File: src/rtl/nn_pool_window.sv
`default_nettype none
// +--------------------------------------------------------------------------+
// | nn_pool_window: OR-pools P conv-node bitstreams, counts pulses per input  |
// | over a fixed window, then reports the argmax on a valid/ready handshake.  |
// | Rev 1.0                                                                   |
// +--------------------------------------------------------------------------+
module nn_pool_window #(
  parameter int P      = 4,
  parameter int WINDOW = 256,
  parameter int CNT_W  = 9,
  parameter int IDX_W  = 2
) (
  input  logic             CLK,
  input  logic             INIT,
  input  logic [P-1:0]     a_in,
  input  logic             EN,
  input  logic             ready,
  output logic             a_pool,
  output logic             valid,
  output logic [CNT_W-1:0] cnt_out,
  output logic [IDX_W-1:0] idx_out
);

  localparam int               WIN_W      = (WINDOW > 1) ? $clog2(WINDOW) : 1;
  localparam logic [WIN_W-1:0] C_WIN_LAST = WIN_W'(WINDOW - 1);
  localparam logic [CNT_W-1:0] C_CNT_MAX  = '1;

  typedef enum logic [1:0] {
    S_IDLE    = 2'd0,
    S_ACCUM   = 2'd1,
    S_COMPARE = 2'd2,
    S_HOLD    = 2'd3
  } state_t;

  state_t           r_state;
  logic [CNT_W-1:0] r_cnt [P];
  logic [CNT_W-1:0] w_cnt_inc [P];
  logic [WIN_W-1:0] r_win;
  logic [IDX_W-1:0] r_ptr;
  logic [CNT_W-1:0] r_best;
  logic [IDX_W-1:0] r_best_idx;
  logic [CNT_W-1:0] w_cand;
  logic             w_cmp_last;
  logic [CNT_W-1:0] w_best_nxt;
  logic [IDX_W-1:0] w_best_idx_nxt;

  generate
    for (genvar p = 0; p < P; p++) begin : g_sat
      assign w_cnt_inc[p] = (a_in[p] && (r_cnt[p] != C_CNT_MAX)) ?
                            r_cnt[p] + CNT_W'(1) : r_cnt[p];
    end
  endgenerate

  // With a single input there is nothing to compare; the lone edge just latches.
  generate
    if (P > 1) begin : g_cand_multi
      localparam logic [IDX_W-1:0] C_PTR_LAST = IDX_W'(P - 1);
      assign w_cand     = r_cnt[r_ptr];
      assign w_cmp_last = (r_ptr == C_PTR_LAST);
    end else begin : g_cand_single
      assign w_cand     = '0;
      assign w_cmp_last = 1'b1;
    end
  endgenerate

  // Strictly greater keeps the lowest index on ties.
  always_comb begin
    w_best_nxt     = r_best;
    w_best_idx_nxt = r_best_idx;
    if (w_cand > r_best) begin
      w_best_nxt     = w_cand;
      w_best_idx_nxt = r_ptr;
    end
  end

  always_ff @(posedge CLK or negedge INIT) begin
    if (!INIT) begin
      r_state    <= S_IDLE;
      r_win      <= '0;
      r_ptr      <= '0;
      r_best     <= '0;
      r_best_idx <= '0;
      a_pool     <= 1'b0;
      valid      <= 1'b0;
      cnt_out    <= '0;
      idx_out    <= '0;
      for (int p = 0; p < P; p++) r_cnt[p] <= '0;
    end else begin
      a_pool <= 1'b0;
      case (r_state)
        S_IDLE: begin
          if (EN) begin
            for (int p = 0; p < P; p++) r_cnt[p] <= '0;
            r_win   <= '0;
            r_state <= S_ACCUM;
          end
        end
        S_ACCUM: begin
          if (!EN) begin
            r_state <= S_IDLE;
          end else begin
            a_pool <= |a_in;
            for (int p = 0; p < P; p++) r_cnt[p] <= w_cnt_inc[p];
            r_win <= r_win + WIN_W'(1);
            if (r_win == C_WIN_LAST) begin
              r_best     <= w_cnt_inc[0];
              r_best_idx <= '0;
              r_ptr      <= IDX_W'(1);
              r_state    <= S_COMPARE;
            end
          end
        end
        S_COMPARE: begin
          r_best     <= w_best_nxt;
          r_best_idx <= w_best_idx_nxt;
          r_ptr      <= r_ptr + IDX_W'(1);
          if (w_cmp_last) begin
            cnt_out <= w_best_nxt;
            idx_out <= w_best_idx_nxt;
            valid   <= 1'b1;
            r_state <= S_HOLD;
          end
        end
        S_HOLD: begin
          if (ready) begin
            valid <= 1'b0;
            if (EN) begin
              for (int p = 0; p < P; p++) r_cnt[p] <= '0;
              r_win   <= '0;
              r_state <= S_ACCUM;
            end else begin
              r_state <= S_IDLE;
            end
          end
        end
        default: r_state <= S_IDLE;
      endcase
    end
  end

endmodule
`default_nettype wire

File: config.mk
export PLATFORM = sky130hd
export DESIGN_NAME = nn_pool_window
export DESIGN_NICKNAME = d
export VERILOG_FILES = /design/src/rtl/nn_pool_window.sv
export SDC_FILE = /design/constraint.sdc
export NUM_CORES = 1
export LEC_CHECK = 0
export CORE_MARGIN = 1.5
export CORE_UTILIZATION = 43
export DETAILED_ROUTE_END_ITERATION = 8
export HOLD_SLACK_MARGIN = 0.08
export MAX_ROUTING_LAYER = met4
export RECOVER_POWER = 50
export SYNTH_ARGS = -nofsm -noshare
export SYNTH_HDL_FRONTEND = slang
export SYNTH_SLANG_ARGS = --single-unit
File: constraint.sdc
create_clock -name CLK -period 4.1 [get_ports CLK]
set_input_delay 0.82 -clock CLK [delete_from_list [all_inputs] [get_ports CLK]]
set_output_delay 0.82 -clock CLK [all_outputs]
set_load 0.03 [all_outputs]
# Yosys cells after proc, flatten, opt, wreduce, memory -nomap -nowiden
# Index checks and enable logic that the tools add are counted.
[op_classes] n_addsub=6 order_cmp=2 eq_ne=18 n_mux=38 n_bitwise=1 reduce_logical=17
[ops] operator="$mux W36" count=3
[ops] operator="$pmux W36 S3" count=1
[ops] operator="$mux W9" count=9
[ops] operator="$add A9 B1 Y9 const B" count=4
[ops] operator="$ne A9 B9 Y1 const B" count=4
[ops] operator="$mux W8" count=3
[ops] operator="$pmux W8 S3" count=1
[ops] operator="$mux W2" count=10
[ops] operator="$bmux W9 S2" count=1
[ops] operator="$pmux W9 S2" count=1
[ops] operator="$ne A2 B2 Y1 const B" count=8
[ops] operator="$reduce_and A4 Y1" count=4
[ops] operator="$gt A9 B9 Y1" count=1
[ops] operator="$reduce_and A3 Y1" count=3
[ops] operator="$add A8 B1 Y8 const B" count=1
[ops] operator="$eq A8 B8 Y1 const B" count=1
[ops] operator="$pmux W2 S2" count=2
[ops] operator="$pmux W2 S4" count=1
[ops] operator="$eq A2 B2 Y1 const B" count=3
[ops] operator="$mux W1" count=5
[ops] operator="$logic_and A1 B1 Y1" count=4
[ops] operator="$reduce_bool A2 Y1" count=2
[ops] operator="$reduce_or A4 Y1" count=1
[ops] operator="$ge A3 B3 Y1 const B" count=1
[ops] operator="8 further kinds" count=8
[word_totals] ff_bits=72 in_bits=8 out_inout_bits=13

# Logic depth before layout (Yosys ltp)
# Gate-level depths: netlist of run 1.
[depth] word_depth=7 ltp_mapped=10 ltp_nobuf=9

# Worst setup path after synthesis of run 1
# OpenSTA, ideal clock, no wires.
[synth_path] path_kind="flip-flop to flip-flop" startpoint="reg r_ptr[0]" endpoint="reg r_best[2]" setup_time_ns=0.126 t_arrival_ns=2.836 setup_slack_ns=1.138 stages_incl_launch_ff=9 path_buffers=1 period_less_slack_ns=2.962 cell_sequence="dfrtp_1 buf_2 mux4_2 ha_1 and4_4 and3b_4 a2111oi_4 nor2_2 a221o_1"
[synth_between] elab_chain_len=7
[synth_rtl] element="from (decl)" line="39" text="logic [IDX_W-1:0] r_ptr;"
[synth_rtl] element="from (signal assigned)" line="116" text="r_ptr <= r_ptr + IDX_W'(1);"
[synth_rtl] element="$not A2 Y3 (implied by the code) *" line="58" text="assign w_cand = r_cnt[r_ptr];"
[synth_rtl] element="$bmux W9 S2 *" line="58"
[synth_rtl] element="$mux W9 (implied by the code) * (2 in series)" line="58"
[synth_rtl] element="$gt A9 B9 Y1" line="70" text="if (w_cand > r_best) begin"
[synth_rtl] element="$mux W9 *" line="70"
[synth_rtl] element="$pmux W9 S2 *" line="90" text="case (r_state)"
[synth_rtl] element="to (signal assigned)" line="106" text="r_best <= w_cnt_inc[0];"
[synth_rtl] element="to (signal assigned)" line="114" text="r_best <= w_best_nxt;"
[synth_rtl] element="to (decl)" line="40" text="logic [CNT_W-1:0] r_best;"
# Mark *: on every way between the ends. The rest lies on a longest branch, timed or not. The select of a mux whose other input is x is not followed.
# A chain may end at the register's enable or synchronous reset.

# Final worst setup path of run 1
[layout_path] startpoint="reg r_ptr[0]" endpoint="reg r_best[4]"
# The elaborated chain is that of the path after synthesis.

==> results of run 1 <==
==> worst min-delay path, cell delays in order, from the launching register on <==
cell and delay [ns]:
dfrtp_1 0.37, nand2_1 0.05, o21ai_0 0.06
==> synthesized netlist by cell type (3+ instances only) <==
cell type,n
a21oi_1,11
a221o_1,3
a22o_1,7
a31oi_1,11
and3_1,9
buf_2,5
clkbuf_1,13
dfrtp_1,72
ha_1,19
inv_1,14
mux2_2,4
mux2i_1,4
mux4_2,8
nand2_1,33
nand2b_1,3
nand3_1,28
nand4_1,8
nor2_1,43
nor2b_1,6
nor3_1,12
o21ai_0,23
o21ai_1,10
o221a_1,6
or3_1,6
xnor2_1,16
xor2_1,9
==> path summary, 6_finish.rpt <==
check	startpoint	end	depth (start not counted)
max	r_ptr[0]	r_best[4]	7
min	valid	valid	2
max reg2reg	r_ptr[0]	r_best[4]	7
min reg2reg	valid	valid	2
max in group asynchronous	INIT	r_cnt[18]	2
min in group asynchronous	INIT	r_cnt[27]	1
==> final cells by class <==
type,count,area [µm²],share of cell area [%]
Inverter,14,52.6,1.16
Tap cell,111,139,3.05
Multi-Input combinational cell,309,2120,46.6
Sequential cell,72,1800,39.6
Clock buffer,12,155,3.41
Clock inverter,3,65.1,1.43
Timing Repair Buffer,24,216,4.76
==> metal layers <==
metal | GRT usage [%] | part of all wire [%] | vias to the layer above | wire length [µm]
met5 | - | 0 | - | 0
met4 | 8.56 | 2.6 | 0 | 256
met3 | 3.83 | 2.1 | 14 | 209
met2 | 34.9 | 47 | 59 | 4620
met1 | 29.9 | 48 | 1534 | 4740
li1 | - | - | 1545 | -
==> metrics by stage <==
| step | total power (µW) | util, % | instance area (µm²) |
|---|---|---|---|
| after floorplan | 832 | - | 4060 |
| after global placement | 881 | 47.2 | 4340 |
| after detailed placement | 883 | 47.2 | 4340 |
| after CTS | 1520 | 49.6 | 4560 |
| after global routing | 1560 | 49.4 | 4550 |
| final | 1500 | 49.4 | 4550 |
==> sequential cells by signal, summed over array words and instances (netlist names), named ones only <==
register / flops
cnt_out: 9
r_cnt: 36
r_win: 8
r_ptr: 2
r_state: 1
r_best: 9
valid: 1
a_pool: 1
idx_out: 2
r_best_idx: 2
==> power groups by stage <==
stage / Sequential, µW / Combinational [µW] / Clock, µW
6_report: 739 / 127 / 635
5_1_grt: 742 / 143 / 678
4_1_cts: 739 / 130 / 647
3_5_place_dp: 753 / 130 / 0
3_3_place_gp: 753 / 128 / 0
2_1_floorplan: 748 / 83.9 / 0
==> cell usage in the layout (no fill, tap or decap), drive strengths merged, types with 4 or more instances in the layout <==
cell type / count
a21oi: 11
a22o: 7
a31oi: 11
and3: 10
and4: 4
clkbuf: 15
clkdlybuf4s50: 18
dfrtp: 72
ha: 19
inv: 14
mux2: 4
mux2i: 4
mux4: 8
nand2: 34
nand3: 28
nand4: 8
nor2: 44
nor2b: 6
nor3: 12
o21ai: 35
o221a: 6
or3: 6
xnor2: 16
xor2: 9
==> cells by family (layout without fill, tap and decap cells) <==
| group | Yosys count | in the layout | share of synthesized area (%) |
|---|---|---|---|
| AOI/OAI and AO/OA | 86 | 86 | 14.7 |
| xor gates and xnor gates | 25 | 25 | 5.39 |
| adders and majority gates | 19 | 19 | 5.85 |
| buffers and inverters | 33 | 53 | 3.39 |
| DFF | 72 | 72 | 44.3 |
| muxes | 16 | 16 | 6.53 |
| and+or+nand+nor | 163 | 163 | 19.8 |
==> impl_metrics.toml, run 1 <==
[outcome]
outcome = "finished, violations left"
violations = "capacitance limit, slew limit"

[critical_path]
crit_fanout = 14
cp_cell_sequence = "mux4_2 -> ha_1 -> and4_4 -> and3b_4 -> a2111oi_4 -> nor2_2 -> a221o_1"
cp-end-kind = "flop"
r2r_slack_ns = 0.73
critical-path-top-delay-family = "compound AO/OA/AOI/OAI gates"
critPathLaunchType = "flop"
crit_slowest_cell = "dfrtp_1"
crit_buf_inv = 0
crit_path_max_incr_delay_ns = 0.74
cp_data_arrival_time_ns = 3.60
criticalPathCategory = "reg2reg"
required_ns = 4.33

[power_and_ir_drop]
intPower_uw = 1140
power.density_nw_per_um2 = 330
p_sw_uw = 364
netSwitchingFraction_pct = 24.3
vdd_drop_max_mv = 0.141
pwr-share-seq_pct = 49.3
p_leak_uw = 0.00192
combPwrFrac_pct = 8.4
clkPwrFrac_pct = 42.3

[global_route]
grt-ovfl-total = 0
first_global_vias = 3095
grt_pass1_wl_um = 16600
grtUsageTotal_pct = 22.6
grt_max_degree = 27
antenna_found_initial = 0

[synth]
synth_top_area_share_pct = 44.3
synthArstFlopShare_pct = 100
syn_area_um2 = 4060
synth.avg_cell_area_um2 = 9.82
seq_area_frac_synth_pct = 44.3
syn_inst = 414
synth.net_count = 441
synth_edf_count = 0
yosys.cell_types.count = 50
yosys_warnings = 0
yosysTopAreaCell = "dfrtp_1"
synth-seq-cells = 72
synth_area_leaders = "dfrtp_1 44%, ha_1 5.8%, mux4_2 4.4%"
synth-main-ff-cell = "dfrtp_1"

[timing]
holdWs_ns = 0.509
finalHoldViolations = 0
fmax_ghz = 0.297
fin_crit_ns = 3.37
clock_skew_ns = 0.00962
finalSetupTns_ns = 0
setup_viol = 0
period_share_pct = 82.2
maxSlewViolCount = 26
worst_slack_ns = 0.730
relSlewSlack_pct = -0.428
grt_setup_unrepaired = "false"
worst_pin_slew_ns = 1.51

[floorplan]
fp.dieH_um = 100
die_w_um = 100
fp.dieArea_um2 = 10000
initial_utilization_pct = 44.2
io_pins = 21
row_count = 35
core_um2 = 9200

[routing]
drtIter0Drc = 169
wl_per_cell_um = 18.0
avgViaCountPerCell = 5.78
dr_total_vias = 3152
drc = 0
drtAntennaViolNets = 0
drt_wl_total_um = 9830
dr.pass1.iters = 4

[worst_hold_path]
min_path_type = "reg2reg"

[cts]
path_clk_slew_ns = 0.08
h-tree-depth = 3
clock-sinks = 72
postCtsSetupRepairBufs = 0
cts_tree = "yes"
cts_max_path_buffers = 2
holdBufCountCts = 0
numCtsBuffers = 9
ctsResizeCount = 0
clk_latency_ns = 0.35
clockRootBuffer = "clkbuf_8"

[place]
dp_hpwl_um = 7360
io_buffers = 20
pre_cts_slack_ns = 0.740
dp_cells = 530
place.gp.congestion = 0.936

[cells_and_area]
diodes = 0
layout-drive-gt1-share_pct = 8.53
final_cells = 545
nNetsFinal = 457
fillers = 872
synthToLayoutAreaGrowth_pct = 11.9

[run]
cap_violations = 1
Power figures use the tool's default switching activity.
==> run 2: changes to the inputs <==
Clock period 4.1 ns to 2.9 ns, I/O delays scaled along.
==> impl_metrics.toml, run 2 (synthesis results as in run 1) <==
[floorplan]
row_count = 35
initial_utilization_pct = 44.2
core_um2 = 9200
die_w_um = 100
io_pins = 21
fp.dieH_um = 100
fp.dieArea_um2 = 10000

[place]
io_buffers = 20
place.gp.congestion = 0.933
placed_cell_area_um2 = 4540
dp_hpwl_um = 7810
pre_cts_slack_ns = -0.00396

[routing]
dr_total_vias = 3343
dr.pass1.iters = 5
drtAntennaViolNets = 0
drt_wl_total_um = 10400
drc = 0
wl_per_cell_um = 18.0
drtIter0Drc = 209
avgViaCountPerCell = 5.82

[cells_and_area]
regMostFlops = "r_cnt"
diodes = 0
final_cell_mix = "72 x dfrtp_1, 43 x nor2_1, 33 x nand2_1"
synthToLayoutAreaGrowth_pct = 18.3
multiInputGateArea_um2 = 2160
largest_reg_flops = 36
top_regs = "r_cnt (36), cnt_out (9), r_best (9)"
layout-drive-gt1-share_pct = 15.3
fillers = 844
final_area_um2 = 4810
nNetsFinal = 485
mostFrequentLayoutCell = "dfrtp_1"
regArea_um2 = 1800

[power_and_ir_drop]
vdd_drop_max_mv = 0.255
p_leak_uw = 0.00206
power.total_uw = 2090
power.density_nw_per_um2 = 434

[timing]
clock_skew_ns = 0.0127
worst_slack_ns = 0.0756
fin_crit_ns = 2.82
setup_viol = 0
period_share_pct = 97.4
finalHoldViolations = 0
holdWs_ns = 0.392
finalSetupTns_ns = 0
maxSlewViolCount = 0
relSlewSlack_pct = 1.03
worst_pin_slew_ns = 1.48
fmax_ghz = 0.354

[critical_path]
critPathLaunchType = "flop"
cp.depth = 8
critical-path-top-delay-family = "compound AO/OA/AOI/OAI gates"
r2r_slack_ns = 0.08
crit_path_max_incr_delay_ns = 0.57
cp-end-kind = "flop"
cp_data_arrival_time_ns = 3.06
required_ns = 3.14
cp_cell_sequence = "buf_12 -> mux4_2 -> ha_4 -> and4_4 -> buf_4 -> a2111oi_4 -> nor2_2 -> a221o_1"
crit_slowest_cell = "mux4_2"
crit_buf_inv = 2
crit_fanout = 8
r2r_cells = 8
criticalPathCategory = "reg2reg"

[global_route]
first_global_vias = 3225
grt_pass1_wl_um = 17100
grt-ovfl-total = 0
antenna_found_initial = 0
grt_max_degree = 29
grtUsageTotal_pct = 23.1

[outcome]
outcome = "completed"

[cts]
path_clk_slew_ns = 0.09
holdBufCountCts = 0
clock-sinks = 72
cts_max_path_buffers = 2
h-tree-depth = 3
clk_latency_ns = 0.35
clockRootBuffer = "clkbuf_8"
cts_tree = "yes"
numCtsBuffers = 9

[worst_hold_path]
min_path_type = "in2async"

[run]
cap_violations = 0
-- run 2: changes by cell type in the layout (fill, tap and decap cells not counted), sizes merged --
cell	before	now
buf	2	28
bufinv	2	1
clkbuf	15	16
clkdlybuf4s50	18	19
clkinv	1	2
clkinvlp	0	2
dlygate4sd3	1	0
-- run 2: worst paths after layout --
kind / from / end
min: INIT / idx_out[1]
max reg2reg: r_ptr[0] / r_best[8]
min in group CLK: valid / valid
max: r_ptr[0] / r_best[8]
max in group asynchronous: INIT / r_cnt[12]
min reg2reg: valid / valid
-- run 2: area by class of cell --
type / count / area share (%)
clock inverter: 5 / 1.15
multi-input combinational: 309 / 45.0
sequential: 72 / 37.5
tap: 111 / 2.89
inverter: 14 / 1.09
timing repair buffer: 52 / 9.27
clock buffer: 11 / 3.15
-- run 2: power breakdown --
| group | internal [µW] | switching (µW) |
|---|---|---|
| Combinational | 77.7 | 126 |
| Sequential | 1020 | 23.7 |
| Clock | 441 | 398 |
-- run 2: layer usage --
layer  routed length [µm]  share of wire, %  global-route usage (%)  vias up
met4                  242               2.3                    8.88        0
met2                 4920                47                    36.8       93
met3                  415               4.0                    3.34       25
met1                 4780                46                    29.8     1631
li1                     -                 -                       -     1594
met5                    0                 0                       -        -
-- run 2: what timing repair did --
action	CTS	global route
setup endpoints to repair	3	18
pin swaps	1	3
buffers inserted	0	5
resized for setup	0	3
-- run 2: per-stage QoR --
stage | cells | utilization [%]
2_1_floorplan | 414 | -
3_3_place_gp | 553 | 49.4
3_5_place_dp | 553 | 49.4
4_1_cts | 569 | 51.6
5_1_grt | 574 | 52.3
6_report | 574 | 52.3
==> run 3: changes to the inputs <==
Settings changed: CTS_CLUSTER_DIAMETER set to 40.
Clock period 2.9 ns to 2.3 ns, I/O delays scaled along.
==> impl_metrics.toml, run 3 (synthesis results as in run 1) <==
[outcome]
outcome = "finished, violations left"
violations = "setup timing"

[cells_and_area]
synthToLayoutAreaGrowth_pct = 35.1
layout-drive-gt1-share_pct = 30.9
diodes = 0
final_area_um2 = 5490
fillers = 773
top_regs = "r_cnt (36), cnt_out (9), r_best (9)"
nNetsFinal = 537
regMostFlops = "r_cnt"
largest_reg_flops = 36
final_cell_mix = "71 x dfrtp_1, 71 x buf_4, 43 x nor2_1"

[routing]
dr.pass1.iters = 5
wl_per_cell_um = 16.5
drt_wl_total_um = 10400
drtIter0Drc = 141
drtAntennaViolNets = 0
drc = 0
dr_total_vias = 3395
avgViaCountPerCell = 5.42

[timing]
fin_crit_ns = 2.65
holdWs_ns = 0.519
fmax_ghz = 0.378
relSlewSlack_pct = 44.6
setup_viol = 22
clock_skew_ns = 0.00875
period_share_pct = 115
grt_setup_unrepaired = "true"
maxSlewViolCount = 0
finalSetupTns_ns = -7.04
worst_pin_slew_ns = 0.830
worst_slack_ns = -0.346
finalHoldViolations = 0

[place]
pre_cts_slack_ns = -0.517
place.gp.congestion = 0.927
io_buffers = 20
dp_hpwl_um = 7920
placed_cell_area_um2 = 5030

[cts]
h-tree-depth = 3
clk_latency_ns = 0.35
clock-sinks = 72
path_clk_slew_ns = 0.08
clockRootBuffer = "clkbuf_8"
numCtsBuffers = 9
cts_tree = "yes"
cts_max_path_buffers = 2

[global_route]
antenna_found_initial = 0
grtUsageTotal_pct = 23.1
grt_pass1_wl_um = 17300
grt-ovfl-total = 0
first_global_vias = 3405
grt_max_degree = 41

[floorplan]
fp.dieArea_um2 = 10000
die_w_um = 100
io_pins = 21
initial_utilization_pct = 44.2
core_um2 = 9200
row_count = 35
fp.dieH_um = 100

[critical_path]
worstReg2RegStart = "r_ptr[0]"
criticalPathCategory = "reg2reg"
r2r_slack_ns = -0.35
r2r_cells = 9
cp_data_arrival_time_ns = 2.89
required_ns = 2.54
r2r-end = "r_best[7]"
cp-end-kind = "flop"
critPathLaunchType = "flop"
crit_fanout = 6

[power_and_ir_drop]
power.density_nw_per_um2 = 525
vdd_drop_max_mv = 0.310
p_leak_uw = 0.00240

[run]
cap_violations = 0

[worst_hold_path]
hold_path_depth = 2
hold_start = "valid"
min_path_type = "reg2reg"
whs_endpoint = "valid"
run 3: worst max-delay path by stage:
stage,from,end,slack (ns)
global route,r_ptr[0],r_best[7],-0.43
global placement,r_ptr[0],r_best[7],-0.48
CTS,r_ptr[0],r_best[7],-0.32
floorplan,r_ptr[0],r_best[2],-0.36
detailed placement,r_ptr[0],r_best[7],-0.52
finish,r_ptr[0],r_best[7],-0.35
run 3: final cells by class:
cell class / count / area (µm²) / share of cell area (%)
clock buffers: 11 / 141 / 2.58
clock inverters: 5 / 104 / 1.89
inverters: 14 / 52.6 / 0.957
multi-input cells: 309 / 2360 / 43.0
flip-flops and latches: 72 / 1800 / 32.8
well taps: 111 / 139 / 2.53
repair buffers: 104 / 888 / 16.2
run 3: worst max-delay path, cell delays in order (launching register included):
cell and delay [ns]:
dfrtp_2 0.40, buf_12 0.13, mux4_2 0.56, ha_4 0.24, and4_4 0.18, and3b_4 0.20
a2111oi_4 0.26, buf_4 0.20, o21ai_2 0.10, o221a_1 0.27
run 3: report_power, final:
part,internal [µW],leakage [µW],total (µW),switching (µW)
registers,1290,0.000974,1310,22.1
clock network,751,0.000124,1240,493
logic,140,0.00130,326,185
run 3: per-stage QoR:
step,std cells,power (µW),util (%)
global route,626,3000,59.7
global placement,605,1640,54.7
CTS,625,2900,58.6
finish,626,2880,59.7
floorplan,414,1500,-
detailed placement,605,1640,54.7
run 3: routing by layer:
| layer | part of all wire (%) | vias to the layer above | track usage [%] |
|---|---|---|---|
| met5 | 0 | - | - |
| met4 | 2.4 | 0 | 10.1 |
| met3 | 2.9 | 21 | 2.79 |
| met2 | 48 | 70 | 37.0 |
| met1 | 47 | 1606 | 29.8 |
| li1 | - | 1698 | - |
run 3: what timing repair did:
item,in CTS,in global routing
pin swaps,4,16
hold endpoints to repair,14,0
resized for setup,10,25
setup buffers,3,1
setup endpoints to repair,25,25
cloned,0,0
hold buffers,1,0
